## config.mk

```make
export PLATFORM = sky130hd
export DESIGN_NAME = inlet_pump_sequencer
export DESIGN_NICKNAME = d
export VERILOG_FILES = /design/src/rtl/mfda_fluid_pkg.sv /design/src/rtl/peristaltic_phase_gen.sv /design/src/rtl/inlet_pump_sequencer.sv
export SDC_FILE = /design/constraint.sdc
export NUM_CORES = 1
export LEC_CHECK = 0
export ABC_AREA = 0
export CORE_UTILIZATION = 57
export DETAILED_ROUTE_END_ITERATION = 10
export HOLD_SLACK_MARGIN = 0.08
export PLACE_DENSITY = 0.84
export SETUP_SLACK_MARGIN = 0.3
export SYNTH_ARGS = -nofsm -noshare
export SYNTH_HDL_FRONTEND = slang
export SYNTH_HIERARCHICAL = 1
export SYNTH_SLANG_ARGS = --single-unit
```

## constraint.sdc

```tcl
create_clock -name clk -period 3.8 [get_ports clk]
set_input_delay 0.57 -clock clk [delete_from_list [all_inputs] [get_ports clk]]
set_output_delay 0.57 -clock clk [all_outputs]
set_load 0.03 [all_outputs]
```

## src/rtl/mfda_fluid_pkg.sv

```systemverilog
// rtl/mfda_fluid_pkg.sv - shared types and constants for the inlet pump sequencer
//   fluid_state_e     : dosing FSM states
//   PUMP_PATTERN      : per-step valve closure pattern of one peristaltic stroke
//   VALVES_ALL_CLOSED : idle pump valve pattern
package mfda_fluid_pkg;

    typedef enum logic [2:0] {
        IDLE   = 3'd0,
        OPEN   = 3'd1,
        PUMP   = 3'd2,
        SETTLE = 3'd3,
        DONE   = 3'd4
    } fluid_state_e;

    localparam int PUMP_STEPS = 6;

    localparam logic [2:0] VALVES_ALL_CLOSED = 3'b111;

    // None of these steps is 3'b000, so the open inlet is always isolated
    // from at least one pump chamber.
    localparam logic [2:0] PUMP_PATTERN [PUMP_STEPS] = '{
        3'b101, 3'b100, 3'b110, 3'b010, 3'b011, 3'b001
    };

endpackage

```

## src/rtl/peristaltic_phase_gen.sv

```systemverilog
// rtl/peristaltic_phase_gen.sv - six-step peristaltic pump phase generator
//   clk, rst_n   : clock, asynchronous active-low reset
//   run          : advance the step sequence
//   clear        : return to step 0 with a full hold count
//   pump_closed  : valve closure pattern (all closed when not running)
//   stroke_tick  : pulses on the last cycle of step 5
module peristaltic_phase_gen
    import mfda_fluid_pkg::*;
#(
    parameter int PHASE_HOLD = 4
) (
    input  logic       clk,
    input  logic       rst_n,
    input  logic       run,
    input  logic       clear,
    output logic [2:0] pump_closed,
    output logic       stroke_tick
);

    localparam int HOLD_W = $clog2(PHASE_HOLD + 1);
    localparam logic [HOLD_W-1:0] HOLD_RELOAD = HOLD_W'(PHASE_HOLD - 1);
    localparam logic [2:0] LAST_STEP = 3'(PUMP_STEPS - 1);

    logic [HOLD_W-1:0] hold_q;
    logic [2:0]        step_q;
    logic              step_end;

    assign step_end = (hold_q == '0);

    always_ff @(posedge clk or negedge rst_n) begin
        if (!rst_n) begin
            hold_q <= HOLD_RELOAD;
            step_q <= 3'd0;
        end else if (clear) begin
            hold_q <= HOLD_RELOAD;
            step_q <= 3'd0;
        end else if (run) begin
            if (step_end) begin
                hold_q <= HOLD_RELOAD;
                step_q <= (step_q == LAST_STEP) ? 3'd0 : step_q + 3'd1;
            end else begin
                hold_q <= hold_q - HOLD_W'(1);
            end
        end
    end

    assign stroke_tick = run && !clear && step_end && (step_q == LAST_STEP);

    // Decoded only from registered state (run comes from the parent's state
    // register), so no input-to-valve combinational path exists.
    assign pump_closed = run ? PUMP_PATTERN[step_q] : VALVES_ALL_CLOSED;

endmodule

```

## src/rtl/inlet_pump_sequencer.sv

```systemverilog
// rtl/inlet_pump_sequencer.sv - command-driven soln1 inlet and peristaltic pump dosing FSM
//   cmd_valid/cmd_ready/cmd_strokes/cmd_settle : dose command handshake
//   abort        : cancel the dose in progress
//   inlet_open   : soln1 inlet valve drive
//   pump_closed  : peristaltic pump valve drive (1 = closed)
//   busy         : not idle
//   strokes_done : strokes completed for current/last dose
//   done/aborted : single-cycle completion pulses
module inlet_pump_sequencer
    import mfda_fluid_pkg::*;
#(
    parameter int STROKE_W   = 8,
    parameter int SETTLE_W   = 16,
    parameter int PHASE_HOLD = 4,
    parameter int OPEN_DELAY = 2
) (
    input  logic                clk,
    input  logic                rst_n,
    input  logic                cmd_valid,
    output logic                cmd_ready,
    input  logic [STROKE_W-1:0] cmd_strokes,
    input  logic [SETTLE_W-1:0] cmd_settle,
    input  logic                abort,
    output logic                inlet_open,
    output logic [2:0]          pump_closed,
    output logic                busy,
    output logic [STROKE_W-1:0] strokes_done,
    output logic                done,
    output logic                aborted
);

    localparam int OPEN_W = $clog2(OPEN_DELAY + 1);
    localparam logic [OPEN_W-1:0] OPEN_RELOAD = OPEN_W'(OPEN_DELAY - 1);

    fluid_state_e        state_q, state_d;
    logic [STROKE_W-1:0] strokes_q, strokes_d;
    logic [SETTLE_W-1:0] settle_q, settle_d;
    logic [SETTLE_W-1:0] settle_cnt_q, settle_cnt_d;
    logic [OPEN_W-1:0]   open_cnt_q, open_cnt_d;
    logic [STROKE_W-1:0] strokes_done_q, strokes_done_d;
    logic                inlet_q, inlet_d;
    logic                done_q, done_d;
    logic                aborted_q, aborted_d;

    logic                accept;
    logic                pump_run;
    logic                stroke_tick;
    logic [STROKE_W-1:0] strokes_done_inc;

    assign cmd_ready        = (state_q == IDLE) && !abort;
    assign accept           = cmd_valid && cmd_ready;
    assign pump_run         = (state_q == PUMP);
    assign strokes_done_inc = strokes_done_q + STROKE_W'(1);

    peristaltic_phase_gen #(
        .PHASE_HOLD (PHASE_HOLD)
    ) u_phase_gen (
        .clk         (clk),
        .rst_n       (rst_n),
        .run         (pump_run),
        .clear       (!pump_run),
        .pump_closed (pump_closed),
        .stroke_tick (stroke_tick)
    );

    always_ff @(posedge clk or negedge rst_n) begin
        if (!rst_n) begin
            state_q        <= IDLE;
            strokes_q      <= '0;
            settle_q       <= '0;
            settle_cnt_q   <= '0;
            open_cnt_q     <= '0;
            strokes_done_q <= '0;
            inlet_q        <= 1'b0;
            done_q         <= 1'b0;
            aborted_q      <= 1'b0;
        end else begin
            state_q        <= state_d;
            strokes_q      <= strokes_d;
            settle_q       <= settle_d;
            settle_cnt_q   <= settle_cnt_d;
            open_cnt_q     <= open_cnt_d;
            strokes_done_q <= strokes_done_d;
            inlet_q        <= inlet_d;
            done_q         <= done_d;
            aborted_q      <= aborted_d;
        end
    end

    always_comb begin
        state_d        = state_q;
        strokes_d      = strokes_q;
        settle_d       = settle_q;
        settle_cnt_d   = settle_cnt_q;
        open_cnt_d     = open_cnt_q;
        strokes_done_d = strokes_done_q;
        inlet_d        = inlet_q;
        done_d         = 1'b0;
        aborted_d      = 1'b0;

        case (state_q)
            IDLE: begin
                if (accept) begin
                    strokes_d      = cmd_strokes;
                    settle_d       = cmd_settle;
                    strokes_done_d = '0;
                    if (cmd_strokes == '0) begin
                        // Nothing to pump: skip straight to settling, valves untouched.
                        state_d      = SETTLE;
                        settle_cnt_d = cmd_settle;
                    end else begin
                        state_d    = OPEN;
                        open_cnt_d = OPEN_RELOAD;
                        inlet_d    = 1'b1;
                    end
                end
            end
            OPEN: begin
                if (open_cnt_q == '0) begin
                    state_d = PUMP;
                end else begin
                    open_cnt_d = open_cnt_q - OPEN_W'(1);
                end
            end
            PUMP: begin
                if (stroke_tick) begin
                    if (strokes_done_q < strokes_q) begin
                        strokes_done_d = strokes_done_inc;
                    end
                    if ((strokes_done_inc == strokes_q) || (strokes_done_q >= strokes_q)) begin
                        state_d      = SETTLE;
                        inlet_d      = 1'b0;
                        settle_cnt_d = settle_q;
                    end
                end
            end
            SETTLE: begin
                // A count of N occupies exactly N cycles here; 0 behaves like 1.
                if (settle_cnt_q <= SETTLE_W'(1)) begin
                    state_d = DONE;
                    done_d  = 1'b1;
                end else begin
                    settle_cnt_d = settle_cnt_q - SETTLE_W'(1);
                end
            end
            DONE: begin
                state_d = IDLE;
            end
            default: begin
                state_d = IDLE;
                inlet_d = 1'b0;
            end
        endcase

        // Abort overrides every non-idle transition; the partial stroke count is kept.
        if (abort && (state_q != IDLE)) begin
            state_d        = IDLE;
            inlet_d        = 1'b0;
            done_d         = 1'b0;
            aborted_d      = 1'b1;
            strokes_done_d = strokes_done_q;
        end
    end

    assign inlet_open   = inlet_q;
    assign busy         = (state_q != IDLE);
    assign strokes_done = strokes_done_q;
    assign done         = done_q;
    assign aborted      = aborted_q;

endmodule
```

==> results of run 1 <==
## power groups by stage
stage	registers [mW]	clock network (mW)	logic, mW
after floorplan	1.11	0	1.05
after global placement	1.10	0	1.39
after detailed placement	1.11	0	1.45
after CTS	1.10	0.692	1.46
after global routing	1.14	0.718	1.67
final	1.10	0.687	1.47
## cell usage in the layout, fill, tap and decap left out, types with 3 or more instances in the layout
cell type        synthesis  routed
nand2_1                 90      90
dfrtp_1                 60      60
clkdlybuf4s50_1          0      42
nor2_1                  40      40
o21ai_0                 38      38
inv_1                   29      29
a21oi_1                 25      25
ha_1                    15      15
xnor2_1                 14      14
clkbuf_8                 0      12
mux2i_1                 10      10
buf_4                    0      10
and3_1                   8       8
a211oi_1                 8       8
nand2b_1                 6       6
nand3_1                  6       6
nor4_1                   6       5
xor2_1                   5       5
mux2_1                   5       5
nor3_1                   4       4
a22o_1                   4       4
o31ai_1                  4       4
nor4_2                   2       3
mux2_2                   3       3
or2_2                    3       3
a221o_1                  3       3
a31oi_1                  3       3
o22ai_1                  3       3
## per-stage QoR
step	power (mW)	cell area, sq um	hold WS, ns	utilization (%)
6_report	3.26	4570	0.397	71.2
5_1_grt	3.52	4570	0.480	71.2
4_1_cts	3.25	4560	0.430	71.1
3_5_place_dp	2.56	4330	0.457	67.4
3_3_place_gp	2.49	4330	0.454	67.4
2_1_floorplan	2.16	3830	0.274	-
## kinds of logic after synthesis
logic type               Yosys count  share of synthesized area [%]
multiplexers                      18                           4.97
buffers and inverters             49                           5.40
AO/OA/AOI/OAI                    101                           16.5
XOR/XNOR                          19                           4.35
AND/OR/NAND/NOR                  186                           23.3
adder cells (fa/ha/maj)           15                           4.91
flip-flops                        62                           40.6
## final timing paths
kind | startpoint | end | slack, ns | cells after the start
worst max-delay path | state_q[2] | settle_cnt_q[8] | 0.65 | 11
worst min-delay path | rst_n | strokes_done[6] | 0.40 | 1
max in group asynchronous | rst_n | settle_q[1] | 2.60 | 2
min in group clk | settle_q[6] | settle_q[6] | 0.47 | 2
worst max register to register | state_q[2] | settle_cnt_q[8] | 0.65 | 11
worst min register to register | settle_q[6] | settle_q[6] | 0.47 | 2
## critical path, cell delays in order, from the launching register on
cell      delay (ns)
dfrtp_1         0.38
or3b_4          0.46
inv_1           0.13
nand3b_4        0.11
nor4_2          0.27
nor2_1          0.11
or4_1           0.47
a211oi_1        0.23
a21oi_2         0.17
and2b_4         0.36
buf_4           0.18
mux2i_1         0.20
## cell type report
| type | count | area [sq um] | area share (%) |
|---|---|---|---|
| inverter | 30 | 113 | 2.46 |
| timing repair buffer | 53 | 500 | 10.9 |
| tap | 77 | 96.3 | 2.11 |
| multi-input combinational | 339 | 2080 | 45.4 |
| sequential | 62 | 1550 | 34.0 |
| clock inverter | 3 | 65.1 | 1.42 |
| clock buffer | 13 | 169 | 3.69 |
## cell usage after synthesis (3+ instances only)
master,n
or2_2,3
ha_1,15
mux2i_1,10
o31ai_1,4
a22o_1,4
a211oi_1,8
nor2_1,40
nor4_1,6
mux2_1,5
o21ai_0,38
xor2_1,5
dfrtp_1,60
inv_1,29
clkbuf_1,15
o22ai_1,3
nand2_1,90
nor3_1,4
a21oi_1,25
mux2_2,3
nand2b_1,6
and3_1,8
a31oi_1,3
buf_6,3
nand3_1,6
a221o_1,3
xnor2_1,14
## flip-flops by register name, summed over array words and instances (netlist names)
signal	cells
u_phase_gen/step_q	3
state_q	3
settle_cnt_q	16
aborted	1
open_cnt_q	2
strokes_done	8
settle_q	16
u_phase_gen/hold_q	3
strokes_q	8
done	1
inlet_open	1
## per-layer routing
layer | share of wire (%) | vias up | track usage, %
li1 | - | 1641 | -
met1 | 43 | 1602 | 35.4
met2 | 49 | 117 | 46.3
met3 | 5.2 | 21 | 4.35
met4 | 2.3 | 0 | 13.5
met5 | 0 | - | 0
## repair_timing
action / in CTS / in global routing
setup endpoints to repair: 0 / 11
hold buffers: 0 / 0
gates resized for setup: 0 / 4
==> impl_results.md, run 1 <==
- RSZ-0062 raised after global routing: false
- Initial DRC Count: 227
- Slew @ Worst Pin: 1.02 ns
- Cell taking the most area after synthesis: dfrtp_1
- Core area: 6420 sq um
- I/O Buffers: 43
- Sw Ratio: 39.9%
- Final setup fails: 0
- Postcts setup bufs: 0
- Tot GR Track Use: 27.8%
- Worst Skew: 0.00403 ns
- Psw: 1.30 mW
- Crit Path Max Fanout: 10
- Initial antenna violation count: 0
- Clock Power Share: 21.0%
- Total grt overflow: 0
- Synth top area cells: dfrtp_1 (39%), nand2_1 (8.8%), o21ai_0 (5.0%)
- Post-synth EDFFs: 0
- Maximum VDD drop: 0.429 mV
- Final-report hold violation count: 0
- Inserted Clock Buffers: 9
- Final Cycle Share: 82.8%
- First-pass GRT wire length: 15.5 mm
- Post-place setup slack: 0.361 ns
- Ys flop type: dfrtp_1
- Crit Path Category: register to register
- FP Rows: 29
- Clock-pin transition on the worst setup and hold timing paths: 0.07 ns
- Vias post-DR: 3381
- DRC viols: 8
- Run status: finished with violations
- Share of the synthesized area in the top cell type: 39.2%
- Leakage power figure: 2.09 nW
- Crit start category: register
- Max Cap Viol: 0
- Comb power frac: 45.2%
- Syn Nets: 493
- Yosys cell types: 57
- CTS Sinks: 62
- Crit path time final: 3.15 ns
- Maximum buffer depth of the clock tree: 2
- Number of H-tree levels: 3
- Largest net degree at the start of global routing: 47
- Final WL: 8.69 mm
- CP required: 4.06 ns
- Die Y: 83.9 um
- Flops & latches, synth: 62
- Hpwl dp: 6.10 mm
- Clk root buf: clkbuf_8
- Area growth from synthesis to layout: 19.6%
- Setup TNS: 0 ns
- Average cell area after synthesis: 8.50 sq um
- Synth warn: 6
- Worst EP arrival: 3.41 ns
- Post-Synthesis Cells: 450
- Violated checks: design-rule violations
- Layout Nets: 538
- Share of layout cells above drive strength 1: 9.40%
- # fillers: 500
- Peak Freq: 0.318 GHz
- N_diodes: 0
- Number of global-route vias before repair: 3389
- Clock latency on the worst-skew pair: 0.34 ns
- Fraction of registers with async set/reset: 100%
- Initial core utilization: 59.6%
- Hold Path Class: input port to async pin
- Post-route insts no fill: 577
- Final Worst Setup Slack: 0.654 ns
- Mapped cell area: 3830 sq um
- CTS tree: built
- Pint: 1.96 mW
- Routed vias/inst: 5.86
- Antenna viol nets, final: 0
- Total die area: 7040 sq um
- WL/cell: 15.1 um
- PD cells: 713 nW/um^2
- Crit. End Element: register
- Chip width: 83.9 um
- Final Wtd Congestion: 0.884
- Placed cell count: 561
- Io pins: 44
- Rel. slew slack: 31.7%
- Slew Viols, Final: 0
- Seq/Total Area, Yosys: 40.6%
- Sequential share of power: 33.8%
- Drt first pass iters: 9
Note: power is estimated with default switching activity, not from simulation.
==> inputs of run 2 (changes only) <==
- clock period: 3.8 -> 3.2 ns (I/O delays scaled with it)
==> run 2 against run 1 <==
The flow still finishes with violations (design-rule violations). Non-clock buffer count rose by 9. Critical endpoint is now settle_cnt_q[3]. Hold slack got worse by 0.15 ns. Register-to-register slack got worse by 0.36 ns. Worst setup slack got worse by 0.36 ns. Clock skew rose by 0.0029 ns. Final cell count rose by 1.6%. Largest power group unchanged.
==> impl_results.md, run 2 (synthesis results as in run 1) <==
- Tot GR Track Use: 28.7%
- Worst Skew: 0.00690 ns
- Largest net degree at the start of global routing: 40
- Crit-path max cell delay: 0.48 ns
- Inserted Clock Buffers: 9
- Number of global-route vias before repair: 3377
- Antenna viol nets, final: 0
- Top Family by Delay on Critical Path: simple AND/OR/NAND/NOR gates
- Final setup fails: 0
- Crit Path Category: register to register
- Worst path cell trace: or3b_4, inv_4, nand3b_4, nor4_4, nor2_2, or4_4, a211oi_2, a21oi_2, and2b_4, mux2_1
- Post-route insts no fill: 586
- Final Cycle Share: 90.9%
- Commonest non-fill, non-tap cell in the layout: nand2_1
- Clk root buf: clkbuf_8
- Final-report hold violation count: 0
- Maximum buffer depth of the clock tree: 2
- Vias post-DR: 3401
- Slew @ Worst Pin: 0.898 ns
- Crit. End Element: register
- Slew Viols, Final: 0
- Clock-pin transition on the worst setup and hold timing paths: 0.07 ns
- WHS: 0.251 ns
- Placed cell count: 563
- CTS Sinks: 62
- Routed vias/inst: 5.80
- Crit start category: register
- Slowest cell on the critical path: or3b_4
- Hold Path Class: input port to async pin
- WL/cell: 15.9 um
- Number of H-tree levels: 3
- Biggest registers after layout: settle_cnt_q: 16 flops, settle_q: 16 flops
- Final WL: 9.31 mm
- Setup TNS: 0 ns
- FP Rows: 29
- Leakage power figure: 2.13 nW
- Total die area: 7040 sq um
- N_diodes: 0
- Maximum VDD drop: 0.401 mV
- Clock latency on the worst-skew pair: 0.35 ns
- CP required: 3.43 ns
- Worst EP arrival: 3.14 ns
- Io pins: 44
- Peak Freq: 0.344 GHz
- I/O Buffers: 43
- Area growth from synthesis to layout: 20.9%
- Drt first pass iters: 7
- Core area: 6420 sq um
- Initial DRC Count: 218
- Layout Nets: 547
- PD cells: 840 nW/um^2
- Max Cap Viol: 0
- Chip width: 83.9 um
- Crit path time final: 2.91 ns
- Final Wtd Congestion: 0.837
- DRC viols: 10
- RSZ-0062 raised after global routing: true
- Initial core utilization: 59.6%
- Initial antenna violation count: 0
- Most frequent cells in the layout: nand2_1 (90), dfrtp_1 (60), clkdlybuf4s50_1 (42)
- Die Y: 83.9 um
- Post-place setup slack: 0.0586 ns
- Share of layout cells above drive strength 1: 12.0%
- Hpwl dp: 6.23 mm
- Crit Path Max Fanout: 7
- Run status: finished with violations
- Violated checks: design-rule violations
- Total grt overflow: 0
- Overall power consumption: 3.89 mW
- Rel. slew slack: 40.1%
- Final Worst Setup Slack: 0.290 ns
- First-pass GRT wire length: 15.9 mm
- CTS tree: built
- Worst Path Buf+Inv: 1
run 2: layout make-up:
cell class | instances | area (sq um)
Clock buffer | 11 | 131
Clock inverter | 5 | 50.0
Fill cell | 500 | 1800
Inverter | 30 | 115
Multi-Input combinational cell | 339 | 2110
Sequential cell | 62 | 1550
Tap cell | 77 | 96.3
Timing Repair Buffer | 62 | 572
run 2: metal layers:
| layer | global-route usage (%) | part of all wire (%) | vias to the layer above |
|---|---|---|---|
| met5 | 0 | 0 | - |
| met4 | 11.8 | 2.3 | 0 |
| met3 | 6.53 | 4.7 | 23 |
| met2 | 46.7 | 50 | 117 |
| met1 | 36.8 | 43 | 1608 |
| li1 | - | - | 1653 |
run 2: power breakdown:
group	switching [mW]	total, mW	internal [mW]
Combinational	1.07	1.88	0.818
Sequential	0.242	1.33	1.09
Clock	0.319	0.674	0.355
run 2: stage by stage:
step / instance area, sq um / util [%]
2_1_floorplan: 3840 / -
3_3_place_gp: 4360 / 67.9
3_5_place_dp: 4360 / 67.9
4_1_cts: 4550 / 70.9
5_1_grt: 4620 / 72.0
6_report: 4620 / 72.0
run 2: what timing repair did:
| item | in CTS | in global routing |
|---|---|---|
| endpoints found under the setup margin | 11 | 16 |
| hold buffers | 0 | 0 |
| buffers inserted | 1 | 6 |
| pin swaps | 2 | 0 |
| resized for setup | 3 | 7 |
run 2: path summary, 6_finish.rpt:
path                                   from               to  slack [ns]  cells after the start
worst min register to register  settle_q[6]      settle_q[6]        0.48                      2
worst max register to register   state_q[2]  settle_cnt_q[3]        0.29                     10
worst max-delay path             state_q[2]  settle_cnt_q[3]        0.29                     10
min in group clk                settle_q[6]      settle_q[6]        0.48                      2
worst min-delay path                  rst_n  strokes_done[5]        0.25                      1
max in group asynchronous             rst_n     settle_q[15]        2.09                      2
==> inputs of run 3 (changes only) <==
- SLEW_MARGIN: default -> 40
==> run 3 against run 2 <==
The run still ends with design-rule violations left. Flip-flop and latch count unchanged. Die area unchanged. Fmax about the same. Hold slack worse by 0.16 ns. Highest routed layer unchanged.
==> impl_results.md, run 3 (synthesis results as in run 1) <==
- Run status: finished with violations
- Violated checks: design-rule violations
- Placed cell count: 563
- PD cells: 840 nW/um^2
- Slew Viols, Final: 0
- Crit Path Category: register to register
- Routed vias/inst: 5.81
- Final setup fails: 0
- CTS Sinks: 62
- Pint: 2.26 mW
- Psw: 1.63 mW
- Die Y: 83.9 um
- Max Cap Viol: 0
- Number of H-tree levels: 3
- Worst path cell trace: or3b_4, inv_4, nand3b_4, nor4_4, nor2_2, or4_4, a211oi_2, a21oi_2, and2b_4, mux2_1
- Chip width: 83.9 um
- FF-to-FF path depth: 10
- Initial core utilization: 59.6%
- Final WL: 9.30 mm
- CP required: 3.43 ns
- Inserted Clock Buffers: 9
- Clock Power Share: 17.3%
- Clock-pin transition on the worst setup and hold timing paths: 0.07 ns
- Vias post-DR: 3403
- Slowest cell on the critical path: or3b_4
- Worst EP arrival: 3.14 ns
- Final Util: 72.0%
- Crit Path Max Fanout: 7
- Maximum VDD drop: 0.401 mV
- Crit path time final: 2.91 ns
- Final Wtd Congestion: 0.837
- Setup TNS: 0 ns
- Maximum buffer depth of the clock tree: 2
- Core area: 6420 sq um
- Tot GR Track Use: 28.7%
- Antenna viol nets, final: 0
- Clock latency on the worst-skew pair: 0.35 ns
- Initial antenna violation count: 0
- I/O Buffers: 43
- Total grt overflow: 0
- Total die area: 7040 sq um
- Slew @ Worst Pin: 0.693 ns
- Final-report hold violation count: 0
- Post-route insts no fill: 586
- Crit-path max cell delay: 0.48 ns
- Layout Nets: 547
- Hold-fix buffers, CTS: 0
- Commonest non-fill, non-tap cell in the layout: nand2_1
- Drt first pass iters: 7
- R2r setup slk: 0.29 ns
- FP Rows: 29
- WHS: 0.0955 ns
- WL/cell: 15.9 um
- First-pass GRT wire length: 15.9 mm
- Number of global-route vias before repair: 3377
- Hpwl dp: 6.23 mm
- DRC viols: 10
- Crit. End Element: register
- CTS tree: built
- Hold Path Class: input port to async pin
- Worst Skew: 0.00690 ns
- Initial DRC Count: 218
- Sw Ratio: 41.9%
- Clk root buf: clkbuf_8
- N_diodes: 0
- Share of layout cells above drive strength 1: 12.0%
- Crit start category: register
- Biggest registers after layout: settle_cnt_q: 16 flops, settle_q: 16 flops
- Peak Freq: 0.344 GHz
- RSZ-0062 raised after global routing: true
- Final Cycle Share: 90.9%
- Rel. slew slack: 53.7%
- Largest net degree at the start of global routing: 40
- Reg2reg end: settle_cnt_q[3]
- Area growth from synthesis to layout: 20.9%
- Leakage power figure: 2.13 nW
- Io pins: 44
- Overall power consumption: 3.89 mW
- Most frequent cells in the layout: nand2_1 (90), dfrtp_1 (60), clkdlybuf4s50_1 (42)
- Sequential share of power: 34.2%
- Comb power frac: 48.5%
- Crit Reg-Reg Startpoint: state_q[2]
-- run 3: power by group through the flow --
stage	Clock (mW)	Sequential (mW)	Combinational [mW]
after floorplan	0	1.32	1.26
after global placement	0	1.31	1.68
after detailed placement	0	1.32	1.76
after CTS	0.674	1.32	1.80
after global routing	0.715	1.37	2.11
final	0.674	1.33	1.88
-- run 3: how the worst max path moves through the flow --
stage | startpoint | end | cells after the start
after CTS | state_q[2] | settle_cnt_q[4] | 10
final | state_q[2] | settle_cnt_q[3] | 10
after global routing | state_q[2] | settle_cnt_q[10] | 10
after floorplan | state_q[2] | settle_cnt_q[10] | 13
after global placement | cmd_strokes[0] | settle_cnt_q[12] | 8
after detailed placement | state_q[0] | settle_cnt_q[12] | 11
-- run 3: per-stage QoR --
stage / instance area (sq um) / worst slack [ns]
floorplan: 3840 / 0.164
detailed placement: 4360 / 0.0586
CTS: 4560 / 0.308
finish: 4630 / 0.290
global route: 4630 / 0.131
global placement: 4360 / 0.198
-- run 3: repair_timing --
item,in CTS,in global routing
setup buffers,1,6
pin swaps,2,0
resized for setup,3,7
endpoints found under the setup margin,11,16
-- run 3: worst max-delay path: cells and delay by family, from the launching register on --
| family | cells | cell delay (ns) |
|---|---|---|
| buffers and inverters | 1 | 0.09 |
| flip-flops | 1 | 0.40 |
| AND/OR/NAND/NOR | 6 | 1.70 |
| AO/OA/AOI/OAI | 2 | 0.28 |
| multiplexers | 1 | 0.34 |
-- run 3: final cells by class --
type	count	area, sq um
flip-flops and latches	62	1550
repair buffers	62	574
well taps	77	96.3
fillers	499	1800
clock buffers	11	131
clock inverters	5	50.0
inverters	30	115
multi-input cells	339	2110
-- run 3: metal layers --
metal / track usage (%) / part of all wire, % / vias up
met2: 46.7 / 50 / 117
met4: 11.8 / 2.3 / 0
li1: - / - / 1653
met5: 0 / 0 / -
met1: 36.8 / 43 / 1610
met3: 6.53 / 4.7 / 23
